<file path="config.mk">
export PLATFORM = sky130hd
export DESIGN_NAME = serial_loader
export DESIGN_NICKNAME = d
export VERILOG_FILES = /design/src/rtl/serial_loader.sv
export SDC_FILE = /design/constraint.sdc
export NUM_CORES = 1
export LEC_CHECK = 0
export ABC_AREA = 0
export BUFFER_PORTS_ARGS = -buffer_cell sky130_fd_sc_hd__clkbuf_2
export CAP_MARGIN = 20
export CORE_ASPECT_RATIO = 1.4
export CORE_UTILIZATION = 60
export CTS_CLUSTER_SIZE = 12
export DETAILED_ROUTE_END_ITERATION = 10
export HOLD_SLACK_MARGIN = 0.08
export PLACE_DENSITY_LB_ADDON = 0.15
export REMOVE_ABC_BUFFERS = 1
export SLEW_MARGIN = 30
export SYNTH_ARGS = -nofsm -noshare
export SYNTH_HDL_FRONTEND = slang
export SYNTH_SLANG_ARGS = --single-unit
</file>
<file path="constraint.sdc">
create_clock -name clk -period 3.8 [get_ports clk]
set_input_delay 0.57 -clock clk [delete_from_list [all_inputs] [get_ports clk]]
set_output_delay 0.57 -clock clk [all_outputs]
set_load 0.02 [all_outputs]
</file>
<file path="src/rtl/serial_loader.sv">
// serial_loader: UART-driven boot monitor sitting in front of the cpu.
// Parses 'L' (load bytes into RAM) and 'G' (ack, then start cpu at address)
// commands, owns the RAM write port and UART TX while the cpu is idle, and
// hands the bus to the cpu until it reports HLT.
//
// Build option: define LOADER_CHECKSUM_EN to append an 8-bit mod-256 sum of
// the loaded data bytes after the 'K' ack of every L command.
//
// state      | meaning
// -----------+-----------------------------------------------------------
// IDLE       | waiting for a command byte, other bytes dropped
// ADDRH      | waiting for address high byte
// ADDRL      | waiting for address low byte
// LEN        | waiting for L length byte (0 means 256)
// DATA       | writing each received data byte to RAM, cnt counts down
// ACK_WAIT   | waiting for the UART to be idle before sending 'K'
// ACK_SEND   | 'K' strobe cycle, then one guard cycle
// CSUM_WAIT  | (checksum build) waiting for UART idle before sending sum
// CSUM_SEND  | (checksum build) sum strobe cycle, then one guard cycle
// START      | pulse cpu_start, release the bus
// RUN        | cpu owns RX/TX/RAM; waiting for cpu_halted

module serial_loader #(
  parameter int ADDR_WIDTH = 9
) (
  input  logic                  clk,
  input  logic                  rst,
  input  logic                  received,
  input  logic [7:0]            rx_byte,
  input  logic                  is_transmitting,
  output logic [7:0]            tx_byte,
  output logic                  transmit,
  output logic [ADDR_WIDTH-1:0] waddr,
  output logic [7:0]            wdata,
  output logic                  write_en,
  output logic                  cpu_start,
  output logic [ADDR_WIDTH-1:0] startaddr,
  input  logic                  cpu_halted,
  output logic                  owns_bus
);

  localparam logic [7:0] CMD_LOAD = 8'h4C;
  localparam logic [7:0] CMD_GO   = 8'h47;
  localparam logic [7:0] ACK_CHAR = 8'h4B;

  typedef enum logic [3:0] {
    IDLE,
    ADDRH,
    ADDRL,
    LEN,
    DATA,
    ACK_WAIT,
    ACK_SEND,
`ifdef LOADER_CHECKSUM_EN
    CSUM_WAIT,
    CSUM_SEND,
`endif
    START,
    RUN
  } state_t;

  state_t                state;
  logic                  is_load;   // current command is L (else G)
  logic                  guard;     // second cycle of a send state
  logic [ADDR_WIDTH-1:0] addr;      // parsed address, also the L write pointer
  logic [8:0]            cnt;       // remaining data bytes, down-counter
`ifdef LOADER_CHECKSUM_EN
  logic [7:0]            csum;
`endif

  // Command parser, RAM write/TX sequencing and bus ownership; all outputs registered.
  always_ff @(posedge clk) begin
    if (rst) begin
      state     <= IDLE;
      is_load   <= 1'b0;
      guard     <= 1'b0;
      addr      <= '0;
      cnt       <= '0;
`ifdef LOADER_CHECKSUM_EN
      csum      <= '0;
`endif
      tx_byte   <= '0;
      transmit  <= 1'b0;
      waddr     <= '0;
      wdata     <= '0;
      write_en  <= 1'b0;
      cpu_start <= 1'b0;
      startaddr <= '0;
      owns_bus  <= 1'b1;
    end else begin
      transmit  <= 1'b0;
      write_en  <= 1'b0;
      cpu_start <= 1'b0;

      unique case (state)
        IDLE: begin
          if (received) begin
            if (rx_byte == CMD_LOAD) begin
              is_load <= 1'b1;
              state   <= ADDRH;
            end else if (rx_byte == CMD_GO) begin
              is_load <= 1'b0;
              state   <= ADDRH;
            end
          end
        end

        ADDRH: begin
          if (received) begin
            // Only the low ADDR_WIDTH-8 bits of the high byte are meaningful.
            addr[ADDR_WIDTH-1:8] <= rx_byte[ADDR_WIDTH-9:0];
            state                <= ADDRL;
          end
        end

        ADDRL: begin
          if (received) begin
            addr[7:0] <= rx_byte;
            state     <= is_load ? LEN : ACK_WAIT;
          end
        end

        LEN: begin
          if (received) begin
            cnt   <= (rx_byte == 8'h00) ? 9'd256 : {1'b0, rx_byte};
`ifdef LOADER_CHECKSUM_EN
            csum  <= '0;
`endif
            state <= DATA;
          end
        end

        DATA: begin
          if (received) begin
            write_en <= 1'b1;
            waddr    <= addr;
            wdata    <= rx_byte;
            addr     <= addr + ADDR_WIDTH'(1);
            cnt      <= cnt - 9'd1;
`ifdef LOADER_CHECKSUM_EN
            csum     <= csum + rx_byte;
`endif
            if (cnt == 9'd1) state <= ACK_WAIT;
          end
        end

        ACK_WAIT: begin
          if (!is_transmitting) begin
            tx_byte  <= ACK_CHAR;
            transmit <= 1'b1;
            guard    <= 1'b0;
            state    <= ACK_SEND;
          end
        end

        // First cycle carries the strobe; the guard cycle gives the UART time
        // to raise is_transmitting before anyone samples it again.
        ACK_SEND: begin
          if (!guard) begin
            guard <= 1'b1;
          end else begin
            guard <= 1'b0;
`ifdef LOADER_CHECKSUM_EN
            state <= is_load ? CSUM_WAIT : START;
`else
            state <= is_load ? IDLE : START;
`endif
          end
        end

`ifdef LOADER_CHECKSUM_EN
        CSUM_WAIT: begin
          if (!is_transmitting) begin
            tx_byte  <= csum;
            transmit <= 1'b1;
            guard    <= 1'b0;
            state    <= CSUM_SEND;
          end
        end

        CSUM_SEND: begin
          if (!guard) begin
            guard <= 1'b1;
          end else begin
            guard <= 1'b0;
            state <= IDLE;
          end
        end
`endif

        START: begin
          startaddr <= addr;
          cpu_start <= 1'b1;
          owns_bus  <= 1'b0;
          state     <= RUN;
        end

        RUN: begin
          if (cpu_halted) begin
            owns_bus <= 1'b1;
            state    <= IDLE;
          end
        end

        default: state <= IDLE;
      endcase
    end
  end

endmodule

</file>
After elaboration in Yosys (flattened, before gate mapping)
Cells that the tools add are included.

Bitwise gates (word level): 3. Eq/ne operators: 21. Multiplexer cells: 33. Reductions and logical operators: 19. Add/sub/neg operators: 2.

Operator list (count): 4-bit two-way mux (11); 9-bit two-way mux (4); 4-bit one-hot mux with 9 select lines (1); 2-bit != test, second input constant (9); 9-bit one-hot mux with 2 select lines (1); 4-bit by 3-bit equality test with 1-bit output, second input constant (4); 8-bit by 7-bit equality test with 1-bit output, second input constant (2); 8-bit one-hot mux with 2 select lines (1); 3-bit AND reduction (4); 2-bit nonzero test (6); 10-bit AND reduction (1); 9-bit by 1-bit adder with 9-bit output, second input constant (1); 9-bit by 1-bit equality test with 1-bit output, second input constant (1); 1-bit two-way mux (9); 9-bit by 1-bit subtractor with 9-bit output, second input constant (1); 4-bit by 2-bit equality test with 1-bit output, second input constant (2); 8-bit zero test (1); 8-bit two-way mux (1); 2-bit AND reduction (4); 3-bit two-way mux (2); 1-bit one-hot mux with 2 select lines (3); 4-bit by 1-bit equality test with 1-bit output, second input constant (1); 4-bit equality test, second input constant (1); 4-bit zero test (1); other kinds (3) (6).

Input port bits: 13. Logic and storage cells: 92. Output and inout port bits: 38. Register bits after elaboration: 55.

Longest topological paths before layout
Word-level depth: 5. Depth in mapped cells: 8.

Least setup slack after synthesis
No wires, ideal clock.

Kind: register -> register. Start point: register state[3]. End point: register cnt[0]. Data arrival time: 1.607 ns. Path buffers: 3. Stages on the path, launching flop included: 8. Slack: 2.066 ns. Setup time: 0.128 ns. Cell sequence: dfxtp_1 buf_6 or4b_1 buf_4 buf_6 and2_4 a221oi_2 nor2_1.

Word-level cells in the longest chain between the ends: 3. Elaborated cells between the ends (all ways): 7. Those cells by class: eq/ne (4); mux (1); reduce/logical (2).

RTL lines: from (decl) (RTL line 62) `state_t state;`; from (signal assigned) (RTL line 119) `state <= is_load ? LEN : ACK_WAIT;`; from (signal assigned) (RTL line 166) `state <= is_load ? IDLE : START;`; 4-bit by 2-bit equality test with 1-bit output or 4-bit by 3-bit equality test with 1-bit output (tied branches) (RTL line 95) `unique case (state)`; 2-bit != test (no source line) or 2-bit nonzero test (tied branches); 3-bit AND reduction (no source line); to (signal assigned) (RTL line 125) `cnt <= (rx_byte == 8'h00) ? 9'd256 : {1'b0, rx_byte};`; to (signal assigned) (RTL line 139) `cnt <= cnt - 9'd1;`; to (decl) (RTL line 66) `logic [8:0] cnt;`.

Several ways; a longest one is shown, not always the timed one. A chain may end at the register's enable or synchronous reset.

Worst setup path in the final report
Start point: register state[2]. End point: register waddr[1].

Word-level cells in the longest chain between the ends: 2.

RTL lines: 4-bit by 3-bit equality test with 1-bit output (RTL line 95); 2-bit AND reduction (no source line); to (signal assigned) (RTL line 136) `waddr <= addr;`; to (decl) (RTL line 33) `output logic [ADDR_WIDTH-1:0] waddr,`.

Every way passes these cells.

==> results_dict.tcl <==
set metrics [dict create \
    grt_max_degree 35 \
    p_seq_share_pct 59.1 \
    drive_gt1_share_pct 18.2 \
    switchingPower_uw 264 \
    synth_compound_area_share_pct 22.8 \
    n_antenna_cell 0 \
    synth_top_area_share_pct 39.4 \
    path_delay_family "simple AND/OR/NAND/NOR gates" \
    drt-met1-wl_um 2700 \
    synth_ff_type "dfxtp_1" \
    cp.required_ps 4050 \
    ir_worst_vdd_v 0.000265 \
    dr_wl_met3_um 347 \
    synth-seq-cells 55 \
    seq_area_mm2 0.00110 \
    top_layer_used "met4" \
    fin_nets 405 \
    slew_headroom_pct 40.3 \
    start_util_pct 62.1 \
    maxCapViolCount 0 \
    hold_start "is_transmitting" \
    swShare_pct 26.3 \
    n_fill_cell 416 \
    cts_setup_buffers 0 \
    ios 51 \
    htreeDepth 2 \
    netlist_top_cells_area "dfxtp_1 39%, nand2_1 11%, a21oi_1 9.3%, o21ai_0 3.6%, nor2_1 3.1%" \
    grt_first_pass_wirelength_um 9860 \
    clockRootBuffer "clkbuf_8" \
    cp_max_fo 23 \
    track_usage_pct 26.1 \
    hp-class "in2reg" \
    cp_slowest_stage_delay_ps 910 \
    setup_viol 0 \
    regToRegEndpoint "waddr[1]" \
    async_flop_share_pct 0 \
    antenna_found_initial 0 \
    synth_top_family_by_area "simple AND/OR/NAND/NOR gates" \
    clock_latency_ps 310 \
    cpMaxStageDelayCell "or4b_1" \
    cts-hold-fix-buffers 0 \
    holdPathEnd "transmit" \
    fin_crit_sh_pct 60.7 \
    dp_cells 444 \
    area_delta_synth_final_pct 8.47 \
    slew_violations 0 \
    p_leak_nw 1.11 \
    r2r_cells 4 \
    dieHeight_um 82.7 \
    cp.depth 4 \
    drc 0 \
    start_kind "flip-flop" \
    drt-pass1-iter-count 4 \
    cts.sinks 55 \
    crit_arrival_ps 2550 \
    ant_nets 0 \
    yosys.area_share.xor_xnor_pct 0.941 \
    path_cells "or4b_1 > nor2_8 > nand2_1 > a21oi_1" \
    cts_tree "yes" \
    fmax_ghz 0.434 \
    synth_edf_count 0 \
    reg2reg_slack_ps 1490 \
    final_cells 452 \
    finalHoldViolCount 0 \
    vias 2634 \
    clk_pin_slew_ps 110 \
    multi_input_area_mm2 0.00149 \
    grt_pass1_vias 2145 \
    final.setup.tns_ps 0 \
    ys_warn_count 0 \
    clockPowerShare_pct 34.1 \
    critical_path_class "reg2reg" \
    rows 29 \
    ys_seq_area_share_pct 39.4 \
    worst_pin_slew_ps 895 \
    gp_congestion 0.909 \
    r2r_start "state[2]" \
    coreArea_mm2 0.00450 \
    synth-simple-area-share_pct 27.2 \
    wl_met2_um 2940 \
    hpwl_um 4360 \
    synth_cell_types 57 \
    min_path_cells 2 \
    synthCells 362 \
    wirelength_um 6170 \
    rsz0062_at_grt "no" \
    worstPathBufferInverterCount 0 \
    synth_fa_ha_area_share_pct 1.34 \
    internal_power_uw 740 \
    wl_per_cell_um 13.6 \
    cts_buffer_depth 2 \
    powerDensity_mw_per_mm2 331 \
    status "completed" \
    port_buffers 46 \
    cts_resized 0 \
    mappedNetlistArea_mm2 0.00279 \
    die_w_um 59.7 \
    p_comb_share_pct 6.8 \
    globalRouteOverflowTotal 0 \
    fin_crit_ps 2310 \
    dieArea_mm2 0.00494 \
    initialDrtViolationCount 162 \
    yosys-mux-area-fraction_pct 0.403 \
    finalClockSkew_ps 8.89 \
    numCtsBuffers 5 \
    synth_top_cell_by_area "dfxtp_1" \
    endpoint_kind "flip-flop" \
    viasPerCell 5.83 \
    syn-mean-instance-area_um2 7.71 \
]
[per-layer routing]
metal	GRT usage, %	vias up
met5	0	-
met4	10.9	0
met3	5.61	18
met2	43.2	104
met1	32.3	1196
li1	-	1316
[power groups by stage]
stage          Clock, mW  Combinational [mW]  Sequential (mW)
6_report           0.342              0.0683            0.594
5_1_grt            0.369              0.0745            0.595
4_1_cts            0.347              0.0675            0.593
3_5_place_dp           0              0.0672            0.607
3_3_place_gp           0              0.0669            0.607
2_1_floorplan          0              0.0382            0.604
[worst max-delay path by stage]
stage | from | to | slack (ps)
2_1_floorplan | state[2] | wdata[0] | 1500
3_3_place_gp | state[2] | cnt[0] | 1560
3_5_place_dp | state[2] | cnt[0] | 1540
4_1_cts | state[2] | waddr[3] | 1520
5_1_grt | state[2] | waddr[6] | 1330
6_report | state[2] | waddr[1] | 1490
[layout by cell type (no fill, tap or decap), types with 3 or more instances in the layout]
cell type | netlist | layout
and3_1 | 5 | 5
dfxtp_1 | 55 | 55
nor2_1 | 23 | 23
nand3_1 | 12 | 12
a21oi_1 | 52 | 52
nand4_1 | 5 | 5
clkbuf_8 | 0 | 5
inv_1 | 6 | 6
o31ai_1 | 3 | 3
nor3_1 | 9 | 9
a21oi_2 | 3 | 3
nand3b_1 | 3 | 3
nand2_1 | 79 | 79
o21ai_0 | 20 | 20
ha_1 | 3 | 3
a211oi_1 | 5 | 5
conb_1 | 1 | 4
clkbuf_2 | 0 | 46
[cell families after synthesis]
kind of cell / Yosys count
buffers and inverters: 37
XOR/XNOR: 3
flip-flops: 55
adder cells (fa/ha/maj): 3
AO/OA/AOI/OAI: 105
other: 1
AND/OR/NAND/NOR: 157
multiplexers: 1
[final cells by class]
cell class	count	area share, %
inverter	6	0.743
tap	62	2.56
multi-input combinational	273	49.1
sequential	55	36.3
clock buffer	5	2.27
timing repair buffer	48	8.10
clock inverter	3	0.909
[cells in the mapped netlist, drive strengths merged, types with 3 or more instances]
master / number
a21oi: 56
clkbuf: 9
nor2: 24
nand3: 12
o31ai: 4
dfxtp: 55
nand2: 80
inv: 6
nor4: 3
nor3: 10
a211oi: 5
ha: 3
buf: 22
and3: 5
o21ai: 22
nand3b: 3
nand4: 5
[per-stage QoR]
step                hold WS [ps]  setup WS, ps  cell area, µm²  total power [mW]  utilization, %
finish                       459          1490            3030              1.00            67.3
floorplan                    448          1500            2610             0.642               -
global placement             442          1560            2930             0.674            65.2
detailed placement           446          1540            2930             0.674            65.2
CTS                          460          1520            3030              1.01            67.3
global route                 463          1330            3030              1.04            67.3
[state kept, by name (all words and copies together), names as in the netlist, 4 cells and up]
register   flops
addr           9
cnt            9
startaddr      9
state          4
waddr          9
wdata          8
No activity file was read; power rests on OpenSTA's default activity.
